==> src/rtl/dmem_bus_bridge_pkg.sv <==
// dmem_bus_bridge_pkg
// Shared definitions for the data-memory bus bridge:
//   Xlen        data/address width
//   len_e       access-size encoding used on i_len_r / i_len_w
//   state_e     bridge FSM state encoding
//   strb_base() byte-enable pattern for a size, before lane shifting
//   is_misaligned() size/offset legality check
package dmem_bus_bridge_pkg;

  localparam int unsigned Xlen = 32;
  localparam int unsigned StrbW = Xlen / 8;

  typedef enum logic [1:0] {
    LenB       = 2'd0,
    LenH       = 2'd1,
    LenW       = 2'd2,
    LenIllegal = 2'd3
  } len_e;

  typedef enum logic [1:0] {
    StIdle   = 2'd0,
    StWrReq  = 2'd1,
    StRdReq  = 2'd2,
    StRdWait = 2'd3
  } state_e;

  // Byte enables for lane 0; the caller shifts them to the addressed lane.
  function automatic logic [StrbW-1:0] strb_base(len_e len);
    logic [StrbW-1:0] strb;
    case (len)
      LenB:    strb = 4'b0001;
      LenH:    strb = 4'b0011;
      LenW:    strb = 4'b1111;
      default: strb = 4'b0000;
    endcase
    return strb;
  endfunction

  // Halves need an even address, words a word-aligned one; size 3 is never legal.
  function automatic logic is_misaligned(len_e len, logic [1:0] off);
    logic mis;
    case (len)
      LenB:    mis = 1'b0;
      LenH:    mis = off[0];
      LenW:    mis = (off != 2'b00);
      default: mis = 1'b1;
    endcase
    return mis;
  endfunction

endpackage

==> src/rtl/dmem_bus_bridge_if.sv <==
// dmem_bus_bridge_if
// Word-aligned request/grant/rvalid data bus.
//   req    request valid, held until gnt
//   we     1 = write
//   addr   word address, bits [1:0] always zero
//   wdata  lane-aligned store data
//   wstrb  byte-lane enables
//   gnt    request accepted this cycle
//   rvalid read data valid (at least one cycle after gnt)
//   rdata  read word
// Modports: master (the bridge), slave (the memory / bus model).
interface dmem_bus_bridge_if;
  import dmem_bus_bridge_pkg::*;

  logic             req;
  logic             we;
  logic [Xlen-1:0]  addr;
  logic [Xlen-1:0]  wdata;
  logic [StrbW-1:0] wstrb;
  logic             gnt;
  logic             rvalid;
  logic [Xlen-1:0]  rdata;

  modport master (
    output req,
    output we,
    output addr,
    output wdata,
    output wstrb,
    input  gnt,
    input  rvalid,
    input  rdata
  );

  modport slave (
    input  req,
    input  we,
    input  addr,
    input  wdata,
    input  wstrb,
    output gnt,
    output rvalid,
    output rdata
  );

endinterface

==> src/rtl/dmem_lane_align.sv <==
// dmem_lane_align
// Combinational byte-lane handling for the bridge.
//   read_en_i / write_en_i   which accesses are present this cycle
//   len_r_i / off_r_i        load size and byte offset
//   len_w_i / off_w_i        store size and byte offset
//   data_w_i                 right-justified store data
//   rd_off_i                 byte offset of the outstanding load
//   rdata_i                  raw bus read word
//   wdata_o / wstrb_o        lane-aligned store data and byte enables
//   rdata_o                  load data shifted down to bit 0, zero-filled
//   misaligned_o             any present access is illegal
module dmem_lane_align
  import dmem_bus_bridge_pkg::*;
(
  input  logic             read_en_i,
  input  logic [1:0]       len_r_i,
  input  logic [1:0]       off_r_i,
  input  logic             write_en_i,
  input  logic [1:0]       len_w_i,
  input  logic [1:0]       off_w_i,
  input  logic [Xlen-1:0]  data_w_i,
  input  logic [1:0]       rd_off_i,
  input  logic [Xlen-1:0]  rdata_i,
  output logic [Xlen-1:0]  wdata_o,
  output logic [StrbW-1:0] wstrb_o,
  output logic [Xlen-1:0]  rdata_o,
  output logic             misaligned_o
);

  logic rd_mis;
  logic wr_mis;

  always_comb begin
    wdata_o = data_w_i << {off_w_i, 3'b000};
    wstrb_o = strb_base(len_e'(len_w_i)) << off_w_i;
    // Upper bytes are zero-filled; sign/zero extension happens downstream.
    rdata_o = rdata_i >> {rd_off_i, 3'b000};

    rd_mis       = read_en_i & is_misaligned(len_e'(len_r_i), off_r_i);
    wr_mis       = write_en_i & is_misaligned(len_e'(len_w_i), off_w_i);
    misaligned_o = rd_mis | wr_mis;
  end

endmodule

==> src/rtl/dmem_bus_bridge.sv <==
// dmem_bus_bridge
// Turns the memory-access stage's data-memory port into word-aligned
// request/grant/rvalid bus transactions, stalling the pipeline while one is
// outstanding. A combined load+store issues the store first, then the load.
//   clk, rst            clock, synchronous active-high reset
//   i_read_en/i_addr_r/i_len_r               load request
//   i_write_en/i_addr_w/i_data_w/i_len_w     store request
//   o_data_r            registered load data, right-justified
//   o_stall             freeze the pipeline (combinational)
//   o_misaligned        one-cycle pulse: access rejected
//   bus_io              data bus, master side (all outputs registered)
module dmem_bus_bridge
  import dmem_bus_bridge_pkg::*;
(
  input  logic            clk,
  input  logic            rst,
  input  logic            i_read_en,
  input  logic [Xlen-1:0] i_addr_r,
  input  logic [1:0]      i_len_r,
  input  logic            i_write_en,
  input  logic [Xlen-1:0] i_addr_w,
  input  logic [Xlen-1:0] i_data_w,
  input  logic [1:0]      i_len_w,
  output logic [Xlen-1:0] o_data_r,
  output logic            o_stall,
  output logic            o_misaligned,
  dmem_bus_bridge_if.master bus_io
);

  state_e           state_q, state_d;
  logic             req_q, req_d;
  logic             we_q, we_d;
  logic [Xlen-1:0]  addr_q, addr_d;
  logic [Xlen-1:0]  wdata_q, wdata_d;
  logic [StrbW-1:0] wstrb_q, wstrb_d;
  logic [Xlen-1:0]  data_r_q, data_r_d;
  logic             misaligned_q, misaligned_d;
  logic [Xlen-1:0]  addr_r_q, addr_r_d;
  logic             pend_rd_q, pend_rd_d;

  logic             request;
  logic             lane_mis;
  logic [Xlen-1:0]  lane_wdata;
  logic [StrbW-1:0] lane_wstrb;
  logic [Xlen-1:0]  lane_rdata;

  dmem_lane_align u_lane_align (
    .read_en_i    (i_read_en),
    .len_r_i      (i_len_r),
    .off_r_i      (i_addr_r[1:0]),
    .write_en_i   (i_write_en),
    .len_w_i      (i_len_w),
    .off_w_i      (i_addr_w[1:0]),
    .data_w_i     (i_data_w),
    .rd_off_i     (addr_r_q[1:0]),
    .rdata_i      (bus_io.rdata),
    .wdata_o      (lane_wdata),
    .wstrb_o      (lane_wstrb),
    .rdata_o      (lane_rdata),
    .misaligned_o (lane_mis)
  );

  assign request = i_read_en | i_write_en;

  always_comb begin
    state_d      = state_q;
    req_d        = req_q;
    we_d         = we_q;
    addr_d       = addr_q;
    wdata_d      = wdata_q;
    wstrb_d      = wstrb_q;
    data_r_d     = data_r_q;
    misaligned_d = 1'b0;
    addr_r_d     = addr_r_q;
    pend_rd_d    = pend_rd_q;
    o_stall      = 1'b0;

    case (state_q)
      StIdle: begin
        if (request) begin
          if (lane_mis) begin
            // Reject both accesses; the pipeline is not held.
            misaligned_d = 1'b1;
            if (i_read_en) data_r_d = '0;
          end else begin
            o_stall   = 1'b1;
            addr_r_d  = i_addr_r;
            pend_rd_d = i_read_en;
            req_d     = 1'b1;
            if (i_write_en) begin
              state_d = StWrReq;
              we_d    = 1'b1;
              addr_d  = {i_addr_w[Xlen-1:2], 2'b00};
              wdata_d = lane_wdata;
              wstrb_d = lane_wstrb;
            end else begin
              state_d = StRdReq;
              we_d    = 1'b0;
              addr_d  = {i_addr_r[Xlen-1:2], 2'b00};
              wstrb_d = '0;
            end
          end
        end
      end

      StWrReq: begin
        // A granted store with no load behind it completes this cycle.
        o_stall = !(bus_io.gnt && !pend_rd_q);
        if (bus_io.gnt) begin
          we_d = 1'b0;
          if (pend_rd_q) begin
            state_d = StRdReq;
            addr_d  = {addr_r_q[Xlen-1:2], 2'b00};
            wstrb_d = '0;
          end else begin
            state_d = StIdle;
            req_d   = 1'b0;
          end
        end
      end

      StRdReq: begin
        o_stall = 1'b1;
        if (bus_io.gnt) begin
          state_d = StRdWait;
          req_d   = 1'b0;
        end
      end

      StRdWait: begin
        o_stall = !bus_io.rvalid;
        if (bus_io.rvalid) begin
          data_r_d = lane_rdata;
          state_d  = StIdle;
        end
      end

      default: begin
        state_d = StIdle;
        req_d   = 1'b0;
        we_d    = 1'b0;
      end
    endcase
  end

  always_ff @(posedge clk) begin
    if (rst) begin
      state_q      <= StIdle;
      req_q        <= 1'b0;
      we_q         <= 1'b0;
      addr_q       <= '0;
      wdata_q      <= '0;
      wstrb_q      <= '0;
      data_r_q     <= '0;
      misaligned_q <= 1'b0;
      addr_r_q     <= '0;
      pend_rd_q    <= 1'b0;
    end else begin
      state_q      <= state_d;
      req_q        <= req_d;
      we_q         <= we_d;
      addr_q       <= addr_d;
      wdata_q      <= wdata_d;
      wstrb_q      <= wstrb_d;
      data_r_q     <= data_r_d;
      misaligned_q <= misaligned_d;
      addr_r_q     <= addr_r_d;
      pend_rd_q    <= pend_rd_d;
    end
  end

  assign bus_io.req   = req_q;
  assign bus_io.we    = we_q;
  assign bus_io.addr  = addr_q;
  assign bus_io.wdata = wdata_q;
  assign bus_io.wstrb = wstrb_q;
  assign o_data_r     = data_r_q;
  assign o_misaligned = misaligned_q;

endmodule

==> src/flat_wrapper.sv <==
// flat-port wrapper written by rule: the top's interface ports become plain ports
module dmem_bus_bridge_flat import dmem_bus_bridge_pkg::*;
  (clk, rst, i_read_en, i_addr_r, i_len_r, i_write_en, i_addr_w, i_data_w, i_len_w, o_data_r, o_stall, o_misaligned, bus_io_req, bus_io_we, bus_io_addr, bus_io_wdata, bus_io_wstrb, bus_io_gnt, bus_io_rvalid, bus_io_rdata);
  dmem_bus_bridge_if bus_io_i ();
  input  logic clk;
  input  logic rst;
  input  logic i_read_en;
  input  logic [Xlen-1:0] i_addr_r;
  input  logic [1:0] i_len_r;
  input  logic i_write_en;
  input  logic [Xlen-1:0] i_addr_w;
  input  logic [Xlen-1:0] i_data_w;
  input  logic [1:0] i_len_w;
  output logic [Xlen-1:0] o_data_r;
  output logic o_stall;
  output logic o_misaligned;
  output wire logic [$bits(bus_io_i.req)-1:0] bus_io_req;
  output wire logic [$bits(bus_io_i.we)-1:0] bus_io_we;
  output wire logic [$bits(bus_io_i.addr)-1:0] bus_io_addr;
  output wire logic [$bits(bus_io_i.wdata)-1:0] bus_io_wdata;
  output wire logic [$bits(bus_io_i.wstrb)-1:0] bus_io_wstrb;
  input wire logic [$bits(bus_io_i.gnt)-1:0] bus_io_gnt;
  input wire logic [$bits(bus_io_i.rvalid)-1:0] bus_io_rvalid;
  input wire logic [$bits(bus_io_i.rdata)-1:0] bus_io_rdata;
  assign bus_io_req = bus_io_i.req;
  assign bus_io_we = bus_io_i.we;
  assign bus_io_addr = bus_io_i.addr;
  assign bus_io_wdata = bus_io_i.wdata;
  assign bus_io_wstrb = bus_io_i.wstrb;
  assign bus_io_i.gnt = bus_io_gnt;
  assign bus_io_i.rvalid = bus_io_rvalid;
  assign bus_io_i.rdata = bus_io_rdata;
  dmem_bus_bridge u_core (.clk(clk), .rst(rst), .i_read_en(i_read_en), .i_addr_r(i_addr_r), .i_len_r(i_len_r), .i_write_en(i_write_en), .i_addr_w(i_addr_w), .i_data_w(i_data_w), .i_len_w(i_len_w), .o_data_r(o_data_r), .o_stall(o_stall), .o_misaligned(o_misaligned), .bus_io(bus_io_i));
endmodule
==> config.mk <==
export PLATFORM = sky130hd
export DESIGN_NAME = dmem_bus_bridge_flat
export DESIGN_NICKNAME = d
export VERILOG_FILES = /design/src/rtl/dmem_bus_bridge_pkg.sv /design/src/rtl/dmem_bus_bridge_if.sv /design/src/rtl/dmem_lane_align.sv /design/src/rtl/dmem_bus_bridge.sv /design/src/flat_wrapper.sv
export SDC_FILE = /design/constraint.sdc
export NUM_CORES = 1
export LEC_CHECK = 0
export CAP_MARGIN = 20
export CORE_MARGIN = 2
export CORE_UTILIZATION = 49
export DETAILED_ROUTE_END_ITERATION = 16
export PLACE_DENSITY = 0.92
export RECOVER_POWER = 25
export SYNTH_ARGS = -nofsm -noshare
export SYNTH_HDL_FRONTEND = slang
export SYNTH_SLANG_ARGS = --single-unit
==> constraint.sdc <==
create_clock -name clk -period 7.1 [get_ports clk]
set_clock_uncertainty 0.05 [all_clocks]
set_input_delay 0.71 -clock clk [delete_from_list [all_inputs] [get_ports clk]]
set_output_delay 0.71 -clock clk [all_outputs]
set_load 0.05 [all_outputs]
==> impl_metrics.ini, run 1 <==
[status]
outcome = completed

[worst_setup_path]
critPathKind = primary input to output port
worst-path-max-fanout = 9
r2r_cells = 5
cp_top_family = buffers and inverters
crit_buf_inv = 2
reg2reg_from = u_core.state_q[0]
required_ns = 6.34
critPathSlowestCell = clkdlybuf4s50_1
r2r-end = u_core.o_data_r[30]
worstPathArrival_ns = 3.48
endpoint_kind = output port
r2r_slack_ns = 4.55
start_kind = primary input
crit_chain = dlygate4sd3_1, ha_1, or3_1, and3_1, o32ai_1, clkdlybuf4s50_1
crit_path_max_incr_delay_ns = 0.90
worstSetupPathDepth = 6

[synthesis]
async_reset_ff_frac = 0
synthDominantCellAreaShare = 0.391
ys_ff_latch = 136
yosysWarnings = 0
yosysUniqueCellTypes = 47
synth_most_common_cell = nand2_1
synth.avg_cell_area_sq_um = 8.06
yosys-top-cells-count = 140 x nand2_1, 136 x dfxtp_1, 102 x a21oi_1
synth_largest_area_cell = dfxtp_1
mappedNetlistArea_sq_um = 6960
ys_seq_area_frac = 0.391
synth_edf_count = 0
netlist_instances = 864
synthTopCellsByArea = dfxtp_1 39%, mux2i_1 9.2%, nand2_1 7.5%
ys.flop_type = dfxtp_1

[timing]
fin_tns_setup_ns = 0
fin_ws_ns = 2.86
fin_crit_ns = 4.24
finalCritPeriodShare = 0.597
final_max_slew_viol_count = 0
setup_viol = 0
hold_violations = 0
worst_pin_slew_ns = 1.14
rsz0062_at_grt = no
max_freq_ghz = 0.236
relSlewSlack = 0.237

[cts]
cts_buffer_depth = 2
clk_pin_slew_ns = 0.06
hold_buffers = 0
post_cts.repair.setup_buffers = 0
tritoncts = yes
cts_inserted_buffers = 17
clock-sinks = 136
clk_latency_ns = 0.41
h-tree-depth = 4
cts.repair.resized = 0
cts_root_buf = clkbuf_16

[job]
cap_violations = 0

[die]
die_w_microns = 123
die_height_microns = 123
dieArea_sq_um = 15200
num_rows = 43
core_area_sq_um = 13900
initial_core_util = 0.502
ios = 242

[global_routing]
grt_util_all_layers = 0.263
grt_overflow_total = 0
grt_pass1_vias = 6552
grt_pass1_wl_microns = 31700
grt_max_degree = 93
antenna_found_initial = 0

[finish]
final_cells = 1241
multi_input_area_sq_um = 3880
drive_gt1_frac = 0.0688
n_antenna_cell = 0
fill_cells = 1059
nets = 1195
final_core_util = 0.714
synthToLayoutAreaGrowth_pct = 42.4
seq_area_sq_um = 2720

[route]
met3_length_microns = 1470
antenna_left = 0
top_layer_used = met4
drtIter0Drc = 656
drc = 0
wl_per_cell_microns = 16.3
vias = 7022
met1_length_microns = 8370
wl_met2_microns = 9880
wirelength_microns = 20200
drtPass1Iterations = 5
viasPerCell = 5.66

[pwr]
vdd_drop_max_mv = 0.200
p_leak_nw = 3.83
p_per_area_nw_per_um2 = 310

[placed_design]
gp_congestion = 0.869
dp_hpwl_microns = 13600
io_buffer_count = 239
place_inst = 1208
dpl_worst_slack_ns = 2.94

[min_path]
hold_class = flop to flop
min_from = u_core.bus_io.wdata[15]
holdPathStages = 2
worstHoldEndpoint = u_core.bus_io.wdata[15]
[logic make-up after synthesis]
| family | Yosys count | share of synthesized area |
|---|---|---|
| AOI/OAI and AO/OA | 238 | 0.210 |
| adders and majority gates | 9 | 0.0162 |
| buffers and inverters | 95 | 0.0561 |
| DFF | 136 | 0.391 |
| muxes | 81 | 0.119 |
| other | 1 | 0.000538 |
| and+or+nand+nor | 304 | 0.207 |
[per-layer routing]
layer / GRT usage / vias up
met1: 0.325 / 3270
met3: 0.0554 / 38
met2: 0.448 / 284
met4: 0.0980 / 0
li1: - / 3430
met5: 0 / -
[metrics by stage]
step	hold slack [ns]	instance area [sq um]	power, mW
after floorplan	0.387	6970	1.85
after global placement	0.388	9330	2.23
after detailed placement	0.396	9330	2.25
after CTS	0.403	9890	3.09
after global routing	0.424	9910	3.24
final	0.395	9910	3.08
[layout make-up]
type	count	share of cell area
multi-input combinational	634	0.391
timing repair buffer	251	0.251
sequential	136	0.275
clock buffer	20	0.0471
tap	180	0.0227
inverter	8	0.00303
clock inverter	12	0.0102
[worst register-to-register path, stage by stage, from the launching register on]
cell     delay (ns)
dfxtp_1        0.36
ha_1           0.66
or3b_2         0.65
nor2_1         0.50
nand3_1        0.20
nand2_1        0.09
[cell usage in the layout, fill, tap and decap left out, drive strengths merged, types with 14 or more instances in the layout]
master         instances
dfxtp                136
mux2                  17
a21oi                102
o41ai                 31
clkbuf                20
dlygate4sd3           59
nand3b                24
o21ai                 53
clkdlybuf4s50        178
nand3                 16
nor2                  53
nor2b                 35
mux2i                 64
nand2                140
buf                   14
[report_power, final]
part	switching (mW)	total [mW]	internal (mW)
sequential	0.0806	0.966	0.885
combinational	0.845	1.28	0.431
clock	0.328	0.834	0.506
total	1.25	3.08	1.82
[worst max-delay path by stage]
stage,to,from
2_1_floorplan,o_stall,i_len_w[0]
3_3_place_gp,o_stall,i_len_w[1]
3_5_place_dp,o_stall,i_len_w[1]
4_1_cts,o_stall,i_len_w[1]
5_1_grt,o_stall,i_len_w[0]
6_report,o_stall,i_len_w[0]
[registers in the layout, summed over array words and instances, names as in the netlist]
register / flops
u_core.addr_r_q: 32
u_core.bus_io.wdata: 32
u_core.o_data_r: 32
u_core.bus_io.addr: 30
u_core.bus_io.wstrb: 4
u_core.state_q: 2
u_core.bus_io.req: 1
u_core.bus_io.we: 1
u_core.o_misaligned: 1
u_core.pend_rd_q: 1
(Power assumes the default switching activity.)
==> run 2: changes to the inputs <==
--- a/config.mk
+++ b/config.mk
@@ -7,9 +7,9 @@
 export LEC_CHECK = 0
 export CAP_MARGIN = 20
 export CORE_MARGIN = 2
-export CORE_UTILIZATION = 49
+export CORE_UTILIZATION = 46
 export DETAILED_ROUTE_END_ITERATION = 16
-export PLACE_DENSITY = 0.92
+export PLACE_DENSITY = 0.87
 export RECOVER_POWER = 25
 export SYNTH_ARGS = -nofsm -noshare
 export SYNTH_HDL_FRONTEND = slang
==> constraint.sdc (replaced) <==
create_clock -name clk -period 4 [get_ports clk]
set_clock_uncertainty 0.05 [all_clocks]
set_input_delay 0.4 -clock clk [delete_from_list [all_inputs] [get_ports clk]]
set_output_delay 0.4 -clock clk [all_outputs]
set_load 0.05 [all_outputs]
==> run 2 against run 1 <==
  * Design area rose by 0.14%
  * Register-to-register slack got worse by 3.1 ns
  * Wire length rose by 0.97%
  * Flip-flop and latch count did not move
  * Combinational power rose by 80%
  * Global-route usage fell by 1.5 points
  * Die area rose by 6.3%
  * Utilization fell by 3.6 points
  * Clock power rose by 79%
  * Count of clock-buffer cells in the layout rose by 4
  * Critical endpoint unchanged
  * Highest routed layer unchanged
==> impl_metrics.ini, run 2 (synthesis gave the netlist of run 1 again) <==
[finish]
final_cell_area_sq_um = 9930
multi_input_area_sq_um = 3880
fill_cells = 1193
drive_gt1_frac = 0.0642
synthToLayoutAreaGrowth_pct = 42.6
final_common_cell = clkdlybuf4s50_1
n_antenna_cell = 0
layout_common_cells = 177 x clkdlybuf4s50_1, 140 x nand2_1, 136 x dfxtp_1
seq_area_sq_um = 2720
nets = 1197

[cts]
tritoncts = yes
cts_root_buf = clkbuf_16
h-tree-depth = 4
cts.repair.resized = 0
hold_buffers = 0
clk_pin_slew_ns = 0.05
cts_buffer_depth = 2
cts_inserted_buffers = 17
clk_latency_ns = 0.41
post_cts.repair.setup_buffers = 0
clock-sinks = 136

[die]
core_area_sq_um = 14600
num_rows = 44
ios = 242
initial_core_util = 0.476
die_height_microns = 127
dieArea_sq_um = 16100
die_w_microns = 127

[worst_setup_path]
critPathKind = primary input to output port
worst-path-max-fanout = 9
cp_top_family = buffers and inverters
start_kind = primary input
worstPathArrival_ns = 2.64
crit_buf_inv = 2
critPathSlowestCell = dlygate4sd3_1
required_ns = 3.55
crit_path_max_incr_delay_ns = 0.59
crit_chain = dlygate4sd3_1, ha_1, or3_1, and3_1, o32ai_1, buf_12
endpoint_kind = output port

[pwr]
pwr-share-clk = 0.271
p_leak_nw = 3.85
intPower_mw = 3.31
p_sw_frac = 0.398
p_seq_frac = 0.311
vdd_drop_max_mv = 0.442
combPwrFrac = 0.419
p_per_area_nw_per_um2 = 553
p_sw_mw = 2.19

[timing]
rsz0062_at_grt = no
finalCritPeriodShare = 0.774
fin_tns_setup_ns = 0
worst_pin_slew_ns = 1.07
hold_violations = 0
max_freq_ghz = 0.323
final_max_slew_viol_count = 0
setup_viol = 0
relSlewSlack = 0.284
fin_ws_ns = 0.905
fin_crit_ns = 3.09

[route]
wirelength_microns = 20400
antenna_left = 0
drtPass1Iterations = 4
drc = 0
wl_per_cell_microns = 16.4
vias = 6899
drtIter0Drc = 400
viasPerCell = 5.55

[placed_design]
gp_congestion = 0.874
dp_hpwl_microns = 14100
io_buffer_count = 239
dpl_worst_slack_ns = 0.736
place_area_sq_um = 9380

[global_routing]
grt_pass1_wl_microns = 32600
grt_util_all_layers = 0.247
grt_pass1_vias = 6654
grt_max_degree = 74
grt_overflow_total = 0
antenna_found_initial = 0

[job]
cap_violations = 0

[min_path]
hold_class = flop to flop

[status]
outcome = completed
## run 2: cell count changes in the layout (fill, tap and decap cells not counted)
cell / change
buf_4: +2
buf_12: +1
clkinv_4: -1
bufinv_16: +1
clkbuf_1: +4
clkdlybuf4s50_1: -1
clkinvlp_4: -5
clkinv_2: -3
## run 2: power by group through the flow
stage,Clock (mW),Sequential [mW],Combinational (mW)
floorplan,0,2.20,1.08
global placement,0,1.73,2.29
detailed placement,0,1.73,2.32
CTS,1.52,1.71,2.33
global route,1.58,1.73,2.48
finish,1.49,1.71,2.30
## run 2: final timing paths
kind	startpoint	endpoint	slack, ns	depth (start not counted)
worst max-delay path	i_len_w[1]	o_stall	0.91	6
worst min-delay path	u_core.bus_io.wdata[14]	u_core.bus_io.wdata[14]	0.40	2
worst max register to register	u_core.state_q[1]	u_core.bus_io.addr[14]	1.49	6
worst min register to register	u_core.bus_io.wdata[14]	u_core.bus_io.wdata[14]	0.40	2
## run 2: area by class of cell
class	instances	area share
repair buffers	253	0.253
inverters	8	0.00302
clock inverters	4	0.00706
multi-input cells	634	0.391
flip-flops and latches	136	0.274
clock buffers	24	0.0485
well taps	184	0.0232
## run 2: worst min-delay path, stage by stage, from the launching register on
cell and delay (ns):
dfxtp_1 0.30, nand2_1 0.05, a21oi_1 0.05
## run 2: routing by layer
layer | share of wire | up-vias | GRT usage
met5 | 0 | - | 0
met4 | 0.027 | 0 | 0.0995
met3 | 0.056 | 40 | 0.0465
met2 | 0.48 | 255 | 0.421
met1 | 0.44 | 3169 | 0.311
li1 | - | 3435 | -
## run 2: stage by stage
step,power (mW),std cells,utilization,hold WS (ns)
after floorplan,3.28,865,-,0.387
after global placement,4.01,1215,0.640,0.389
after detailed placement,4.05,1215,0.640,0.396
after CTS,5.55,1243,0.678,0.404
after global routing,5.78,1243,0.678,0.409
final,5.49,1243,0.678,0.401
